==> config.mk <==
export PLATFORM = sky130hd
export DESIGN_NAME = fc_compute
export DESIGN_NICKNAME = d
export VERILOG_FILES = /design/src/rtl/fc_pkg.sv /design/src/rtl/fc_mac_unit.sv /design/src/rtl/fc_compute.sv
export SDC_FILE = /design/constraint.sdc
export NUM_CORES = 2
export LEC_CHECK = 0
export ABC_AREA = 1
export CORE_MARGIN = 4
export CORE_UTILIZATION = 50
export DETAILED_ROUTE_END_ITERATION = 10
export PLACE_DENSITY = 0.67
export SETUP_SLACK_MARGIN = 0.02
export SYNTH_ARGS = -nofsm -noshare
export SYNTH_HDL_FRONTEND = slang
export SYNTH_SLANG_ARGS = --single-unit
==> constraint.sdc <==
create_clock -name clk -period 24 [get_ports clk]
set_input_delay 4.8 -clock clk [delete_from_list [all_inputs] [get_ports clk]]
set_output_delay 4.8 -clock clk [all_outputs]
set_load 0.01 [all_outputs]
==> src/rtl/fc_pkg.sv <==
// fc_pkg: shared FSM state type, widths and saturation limits for fc_compute
package fc_pkg;
  typedef enum logic [2:0] {IDLE, COLLECT, INIT, MAC, STORE, OUT} fc_state_e;
  localparam int WORD_LEN = 32;
  localparam int ACC_LEN = 64;
  localparam logic signed [ACC_LEN-1:0] SAT_MAX = 64'sh0000_0000_7FFF_FFFF;
  localparam logic signed [ACC_LEN-1:0] SAT_MIN = 64'shFFFF_FFFF_8000_0000;
endpackage

==> src/rtl/fc_mac_unit.sv <==
// fc_mac_unit: registered signed 32x32 multiply-accumulate with saturating 32-bit output
// Ports: clk, rst_n (async active-low); init loads sign-extended bias;
//        acc_en adds a*b; sat is the accumulator clamped to signed 32-bit.
module fc_mac_unit
  import fc_pkg::*;
(
  input  logic                       clk,
  input  logic                       rst_n,
  input  logic                       init,
  input  logic                       acc_en,
  input  logic signed [WORD_LEN-1:0] bias,
  input  logic signed [WORD_LEN-1:0] a,
  input  logic signed [WORD_LEN-1:0] b,
  output logic signed [WORD_LEN-1:0] sat
);
  logic signed [ACC_LEN-1:0] acc_q, acc_d, prod;
  always_comb begin
    prod = ACC_LEN'(a) * ACC_LEN'(b);
    acc_d = init ? ACC_LEN'(bias) : acc_en ? acc_q + prod : acc_q;
    sat = acc_q > SAT_MAX ? SAT_MAX[WORD_LEN-1:0] :
          acc_q < SAT_MIN ? SAT_MIN[WORD_LEN-1:0] : acc_q[WORD_LEN-1:0];
  end
  always_ff @(posedge clk or negedge rst_n)
    if (!rst_n) acc_q <= '0;
    else acc_q <= acc_d;
endmodule

==> src/rtl/fc_compute.sv <==
// fc_compute: fully-connected layer, result[b][o] = bias[o] + sum_f data[b][f]*weight[f][o]
// Ports: clk, rst_n (async active-low); NrcFc_data/weight/bias + *_valid operand
//        levels (captured on 0->1); FcNwc_result/_valid held until NwcFc_result_ready;
//        FcNc_busy high outside IDLE/COLLECT; FcNc_done pulses after acceptance.
// Build option: FC_RELU_EN clamps negative stored elements to 0.
module fc_compute
  import fc_pkg::*;
#(
  parameter int batch_size   = 1,
  parameter int feature_size = 1,
  parameter int bias_size    = 1,
  parameter int word_len     = 32
) (
  input  logic                                                 clk,
  input  logic                                                 rst_n,
  input  logic [batch_size-1:0][feature_size-1:0][word_len-1:0] NrcFc_data,
  input  logic [feature_size-1:0][bias_size-1:0][word_len-1:0]  NrcFc_weight,
  input  logic [bias_size-1:0][word_len-1:0]                    NrcFc_bias,
  input  logic                                                 NrcFc_data_valid,
  input  logic                                                 NrcFc_weight_valid,
  input  logic                                                 NrcFc_bias_valid,
  output logic [batch_size-1:0][bias_size-1:0][word_len-1:0]    FcNwc_result,
  output logic                                                 FcNwc_result_valid,
  input  logic                                                 NwcFc_result_ready,
  output logic                                                 FcNc_busy,
  output logic                                                 FcNc_done
);
  localparam int BW = batch_size > 1 ? $clog2(batch_size) : 1;
  localparam int OW = bias_size > 1 ? $clog2(bias_size) : 1;
  localparam int FW = feature_size > 1 ? $clog2(feature_size) : 1;
  fc_state_e state_q, state_d;
  logic [2:0] vld, vld_q, flag_q, flag_d, cap;
  logic [batch_size-1:0][feature_size-1:0][word_len-1:0] data_q, data_d;
  logic [feature_size-1:0][bias_size-1:0][word_len-1:0] weight_q, weight_d;
  logic [bias_size-1:0][word_len-1:0] bias_q, bias_d;
  logic [batch_size-1:0][bias_size-1:0][word_len-1:0] result_q, result_d;
  logic [BW-1:0] b_q, b_d;
  logic [OW-1:0] o_q, o_d;
  logic [FW-1:0] f_q, f_d;
  logic done_q, done_d, b_last, o_last, f_last;
  logic [word_len-1:0] sat, elem;
  assign vld = {NrcFc_data_valid, NrcFc_weight_valid, NrcFc_bias_valid};
  assign b_last = b_q == BW'(batch_size - 1);
  assign o_last = o_q == OW'(bias_size - 1);
  assign f_last = f_q == FW'(feature_size - 1);
`ifdef FC_RELU_EN
  assign elem = sat[word_len-1] ? '0 : sat;
`else
  assign elem = sat;
`endif
  fc_mac_unit u_mac (
    .clk   (clk),
    .rst_n (rst_n),
    .init  (state_q == INIT),
    .acc_en(state_q == MAC),
    .bias  (bias_q[o_q]),
    .a     (data_q[b_q][f_q]),
    .b     (weight_q[f_q][o_q]),
    .sat   (sat)
  );
  // Operands are only accepted on a rising valid while not computing or presenting.
  always_comb begin
    cap = vld & ~vld_q & {3{state_q == IDLE || state_q == COLLECT}};
    flag_d = flag_q | cap;
    data_d = cap[2] ? NrcFc_data : data_q;
    weight_d = cap[1] ? NrcFc_weight : weight_q;
    bias_d = cap[0] ? NrcFc_bias : bias_q;
    state_d = state_q;
    b_d = b_q;
    o_d = o_q;
    f_d = f_q;
    result_d = result_q;
    done_d = 1'b0;
    case (state_q)
      IDLE: state_d = |cap ? COLLECT : IDLE;
      COLLECT: state_d = &flag_d ? INIT : COLLECT;
      INIT: state_d = MAC;
      MAC: begin
        f_d = f_last ? '0 : f_q + 1'b1;
        state_d = f_last ? STORE : MAC;
      end
      STORE: begin
        result_d[b_q][o_q] = elem;
        o_d = o_last ? '0 : o_q + 1'b1;
        b_d = !o_last ? b_q : b_last ? '0 : b_q + 1'b1;
        state_d = o_last && b_last ? OUT : INIT;
      end
      OUT: if (NwcFc_result_ready) begin
        state_d = IDLE;
        done_d = 1'b1;
        flag_d = '0;
      end
      default: state_d = IDLE;
    endcase
  end
  always_ff @(posedge clk or negedge rst_n)
    if (!rst_n) begin
      state_q <= IDLE;
      vld_q <= '0;
      flag_q <= '0;
      data_q <= '0;
      weight_q <= '0;
      bias_q <= '0;
      result_q <= '0;
      b_q <= '0;
      o_q <= '0;
      f_q <= '0;
      done_q <= 1'b0;
    end else begin
      state_q <= state_d;
      vld_q <= vld;
      flag_q <= flag_d;
      data_q <= data_d;
      weight_q <= weight_d;
      bias_q <= bias_d;
      result_q <= result_d;
      b_q <= b_d;
      o_q <= o_d;
      f_q <= f_d;
      done_q <= done_d;
    end
  assign FcNwc_result = result_q;
  assign FcNwc_result_valid = state_q == OUT;
  assign FcNc_busy = !(state_q == IDLE || state_q == COLLECT);
  assign FcNc_done = done_q;
endmodule

# --- Word level (Yosys, flattened, before mapping) ---
# Cells that the tools add are included.
op_classes:
  eq_ne: 6
  n_lt_le_gt_ge: 7
  muxes: 25
  bitwise: 6
  n_reduce_logical: 10
  n_addsub: 4
  multipliers: 1
ops:
  columns: ["op", "count"]
  rows:
  - ["$mux W32", 9]
  - ["$mux W64", 2]
  - ["$add A64 B64 Y64", 1]
  - ["$gt A64 B32 Y1 const B", 1]
  - ["$lt A64 B32 Y1 const B", 1]
  - ["$mul A32 B32 Y64", 1]
  - ["$bwmux W32", 1]
  - ["$pmux W3 S6", 1]
  - ["$mux W3", 5]
  - ["$and A3 B3 Y3", 2]
  - ["$eq A3 B2 Y1 const B", 2]
  - ["$eq A3 B3 Y1 const B", 2]
  - ["$mux W1", 6]
  - ["$add A1 B1 Y1 const B", 3]
  - ["$eq A3 B1 Y1 const B", 1]
  - ["$logic_and A1 B1 Y1", 3]
  - ["$logic_not A3 Y1", 1]
  - ["$lt A1 B1 Y1 const B", 3]
  - ["$not A3 Y3", 1]
  - ["$or A3 B3 Y3", 1]
  - ["$reduce_and A3 Y1", 1]
  - ["$reduce_or A3 Y1", 1]
  - ["$ge A1 B1 Y1 const B", 2]
  - ["$mux W2", 1]
  - ["other kinds (6)", 7]
word_totals:
  regBits: 205
  word_cells: 71

# --- Longest topological paths before layout ---
logic_depth:
  depth_word: 7
  depth_mapped: 33

# --- Hierarchy ---
# Synthesis repeated with hierarchy kept, for this count alone.
hier_totals:
  hier_cells: 6026
  area_unflattened_um2: 50639.8
modules_own_cells:
  columns: ["mod", "area_per_inst_um2", "cells_each", "instances"]
  rows:
  - ["fc_mac_unit", 45386.0, 5703, 1]
  - ["fc_compute", 5253.8, 323, 1]

# --- Worst setup path before layout ---
# Ideal clock, no wire load.
synth_path:
  path_type: "register -> register"
  from: "register data_q[31] in the netlist's numbering"
  to: "register u_mac.acc_q[35]"
  required_ns: 23.881
  arrival_ns: 7.641
  setup_ns: 0.119
  path_stages_with_launch: 30
  setup_slack_ns: 16.240
  n_path_buf: 2
  path_cell_list: "dfrtp_1 clkbuf_1 clkbuf_1 nand2_1 inv_1 fa_1 inv_1 fa_1 inv_1 fa_1 inv_1 fa_1 inv_1 fa_1 fa_1 fa_1 inv_1 fa_1 inv_1 ha_1 nand2_1 nor2_1 inv_1 nor3_1 inv_1 o21ai_0 a21oi_1 xor2_1 nand2_1 nand2_1"
synth_via:
  elab_chain_len: 6
synth_rtl:
  columns: ["element", "line_no", "source"]
  rows:
  - ["start, declared", "fc_compute.sv:33", "logic [batch_size-1:0][feature_size-1:0][word_len-1:0] data_q, data_d;"]
  - ["start signal, assigned", "fc_compute.sv:113", "data_q <= data_d;"]
  - ["$mux W32 (implied by the code) (2 in a row)", "fc_compute.sv:57", ".a (data_q[b_q][f_q]),"]
  - ["$mul A32 B32 Y64", "fc_mac_unit.sv:18", "prod = ACC_LEN'(a) * ACC_LEN'(b);"]
  - ["$add A64 B64 Y64", "fc_mac_unit.sv:19", "acc_d = init ? ACC_LEN'(bias) : acc_en ? acc_q + prod : acc_q;"]
  - ["$mux W64 (2 in a row)", "fc_mac_unit.sv:19", null]
  - ["end signal, assigned", "fc_mac_unit.sv:24", "if (!rst_n) acc_q <= '0;"]
  - ["end signal, assigned", "fc_mac_unit.sv:25", "else acc_q <= acc_d;"]
  - ["end, declared", "fc_mac_unit.sv:16", "logic signed [ACC_LEN-1:0] acc_q, acc_d, prod;"]
# No other way between the ends. The select of a mux whose other input is x is not followed.
# A chain may end at the register's enable or synchronous reset.

# --- Worst setup path in the final report ---
layout_path:
  from: "register weight_q[10] in the netlist's numbering"
  to: "register u_mac.acc_q[63]"
layout_via:
  elab_chain_len: 6
layout_rtl:
  columns: ["element", "line_no", "source"]
  rows:
  - ["start, declared", "fc_compute.sv:34", "logic [feature_size-1:0][bias_size-1:0][word_len-1:0] weight_q, weight_d;"]
  - ["start signal, assigned", "fc_compute.sv:114", "weight_q <= weight_d;"]
  - ["$mux W32 (implied by the code) (2 in a row)", "fc_compute.sv:58", ".b (weight_q[f_q][o_q]),"]
  - ["$mul A32 B32 Y64", "fc_mac_unit.sv:18", null]
  - ["$add A64 B64 Y64", "fc_mac_unit.sv:19", null]
  - ["$mux W64 (2 in a row)", "fc_mac_unit.sv:19", null]
# No other way between the ends. The select of a mux whose other input is x is not followed.

==> summary.md <==
| Metric | Value |
|---|---|
| Iteration count of the initial detailed-routing pass | `6` |
| I/O pin count | `137` |
| Pin count of the biggest net entering global routing | `between 80 and 90` |
| Layout cells sized above 1 | `2.963%` |
| First-pass GRT wire length | `~230 mm` |
| Drt total wl | `about 140 mm` |
| Max-slew headroom | `between 20% and 30%` |
| Cell taking the most area after synthesis | `fa_1` |
| Clock Path Buffers | `3` |
| Vias per cell | `about 5.2` |
| RSZ-0062 raised after global routing | `false` |
| Core Region | `just under 0.1 mm²` |
| Resize count post-CTS | `0` |
| Setup ws final | `around 16000 ps` |
| # hold bufs at CTS | `0` |
| Total CTS buffers | `29` |
| DR vias | `roughly 38000` |
| Crit-path max FO | `22` |
| CTS tree | `built` |
| CTS HTree Levels | `1` |
| Slew Limit Fails | `0` |
| Syn_area_per_cell | `8.116 µm²` |
| #FFs+latches synth | `just over 200` |
| Syn nets | `7705` |
| Startpoint Class | `flop` |
| Most frequent cell after synthesis | `inv_1` |
| Net count, final | `between 7000 and 8000` |
| Status | `complete, no violations` |
| Fin crit share | `34.62%` |
| Final ANT Viol Nets | `0` |
| Setup bufs post-CTS | `0` |
| Worst hold-check path type | `reg -> reg` |
| Hold Crit Start | `bias_q[29]` |
| Die Ht | `approximately 320 µm` |
| Worst-Skew Late Latency | `between 600 and 700 ps` |
| # DRC | `0` |
| Share of the synthesized area in the top cell type | `roughly 48%` |
| Synth Warn # | `0` |
| Wire per inst | `around 19 µm` |
| Worst Skew | `approximately 22 ps` |
| Post-synth top cells | `inv_1 (1865), nand2_1 (1623), fa_1 (1210)` |
| DRT iter0 DRCs | `between 2000 and 3000` |
| Die area | `roughly 0.11 mm²` |
| Vias in the first global route | `slightly above 40000` |
| WS Path Type | `reg -> reg` |
| Clock-pin slew on the worst setup and hold paths | `~60 ps` |
| Routability cong. | `between 1 and 1.5` |
| Setup slack at placement | `~16000 ps` |
| P&R area growth vs syn | `7.012%` |
| Endpoint type of the worst setup path | `flop` |
| Measured slew at the worst slew-check pin | `~1100 ps` |
| Minimum clock period after layout | `about 8300 ps` |
| Fmax | `roughly 0.12 GHz` |
| Final HPWL DP | `roughly 120 mm` |
| Initial Util | `between 50% and 60%` |
| Die width | `approximately 320 µm` |
| GRT Residual Overflow | `0` |
| Filler Cell Count | `9235` |
| Cell count after synthesis | `around 6200` |
| Setup violations, final | `0` |
| Total of max-cap violations | `0` |
| Crit path DAT | `between 8000 and 9000 ps` |
| WP data required | `approximately 24000 ps` |
| FF-to-FF Start | `weight_q[10]` |
| Hold Path Depth | `2` |
| Number of flops mapped to enable cells by yosys | `0` |
| Crit. Startpoint | `weight_q[10]` |
| Total track usage | `roughly 28%` |
| Ranking of synthesized cells by area | `fa_1 (48%), inv_1 (14%), nand2_1 (12%)` |
| Site Rows | `around 120` |
| Final Hold Slack | `~470 ps` |
| Clock sinks | `between 200 and 250` |
| Endpoints failing hold | `0` |
| Setup TNS | `0 ps` |
| Async S/R FF share, synth | `100.0%` |
| Synth Flop Type | `dfrtp_1` |
| Port buffer count | `136` |
| Initial antenna violation count | `1` |
| Clock root buffer | `clkbuf_16` |
| Number of distinct library cells after synthesis | `38` |
| Seq/Total Area, Yosys | `between 10% and 20%` |
| Post-synthesis cell area | `between 0.05 and 0.06 mm²` |
| Reg2reg path depth | `25` |
cells by family (layout without fill, tap and decap cells):
logic type,Yosys count,after routing,synth area share [%]
buffers and inverters,2175,2143,16.35
AND/OR/NAND/NOR,2013,2013,15.87
adder cells (fa/ha/maj),1428,1428,53.77
AO/OA/AOI/OAI,348,348,3.762
flip-flops,202,202,10.09
XOR/XNOR,9,9,0.1573
other,0,2,0
cells in the final DEF (no fill, tap or decap), types with 4 or more instances in the layout:
cell type,Yosys,layout
nor3_1,22,21
a22oi_1,13,13
clkbuf_16,0,29
nand3_1,90,90
o21ai_1,21,20
o21ai_0,97,97
nand2_1,1623,1622
nor2_1,197,197
nor2_2,9,9
xnor2_1,6,6
o21bai_1,11,11
clkinv_4,0,4
inv_1,1865,1864
dfrtp_1,202,199
fa_1,1210,1210
nand4_1,31,31
nand3b_1,5,5
ha_1,218,218
bufinv_16,0,5
inv_2,9,9
nor4_1,10,10
o221ai_1,13,13
nand2_2,3,4
clkdlybuf4s50_1,0,135
or2_2,9,9
o211ai_1,4,4
a21oi_1,180,179
buf_4,3,81
cell type report:
type | count | area [µm²] | area share [%]
Antenna cell | 2 | 5.005 | 0.009331
Clock buffer | 33 | 770.7 | 1.437
Clock inverter | 19 | 279.0 | 0.5202
Inverter | 1874 | 7034 | 13.12
Multi-Input combinational cell | 3798 | 36900 | 68.80
Sequential cell | 202 | 5059 | 9.432
Tap cell | 1287 | 1610 | 3.002
Timing Repair Buffer | 217 | 1974 | 3.681
layer usage:
| metal | GRT usage (%) | part of all wire [%] | vias up | routed length, µm |
|---|---|---|---|---|
| met3 | 4.592 | 8.4 | 227 | 11860 |
| met5 | 0 | 0 | - | 0 |
| li1 | - | - | 17150 | - |
| met4 | 6.948 | 2.7 | 0 | 3783 |
| met2 | 44.37 | 46 | 1465 | 65360 |
| met1 | 40.40 | 43 | 19600 | 60980 |
final timing paths:
| path | to | slack [ps] |
|---|---|---|
| max in group asynchronous | data_q[7] | 18380 |
| setup reg to reg | u_mac.acc_q[63] | 15690 |
| min in group asynchronous | vld_q[1] | 4200 |
| setup / recovery | u_mac.acc_q[63] | 15690 |
| hold reg to reg | bias_q[29] | 470 |
| hold / removal | bias_q[29] | 470 |
state kept, by name, summed over array words and instances, names as in the netlist:
name and flops:
FcNc_done 1, FcNwc_result 32, data_q 32, vld_q 3, u_mac.acc_q 64, state_q 3, weight_q 32, flag_q 3
bias_q 32
critical path: stages (launching register included):
cell,delay [ps]
dfrtp_1,640
buf_4,360
nand2_1,110
fa_1,610
fa_1,850
inv_1,180
fa_1,910
inv_1,260
fa_1,620
inv_1,90
fa_1,530
inv_1,50
fa_1,510
fa_1,430
fa_1,500
inv_1,40
ha_1,350
inv_1,90
nor3_1,240
nand2_1,150
nor4_2,220
nand2_1,80
nand2_1,110
nand3_1,80
nand3_1,80
nand2_1,50
stage by stage:
stage	std cells	util (%)	cell area, µm²
global placement	7378	53.19	52580
finish	7432	54.26	53630
detailed placement	7378	53.19	52580
floorplan	6175	-	50120
global route	7430	54.25	53630
CTS	7430	54.25	53630
Power is not shown: default switching activity piles up to over one toggle a cycle in this logic, so the estimate is an artifact.
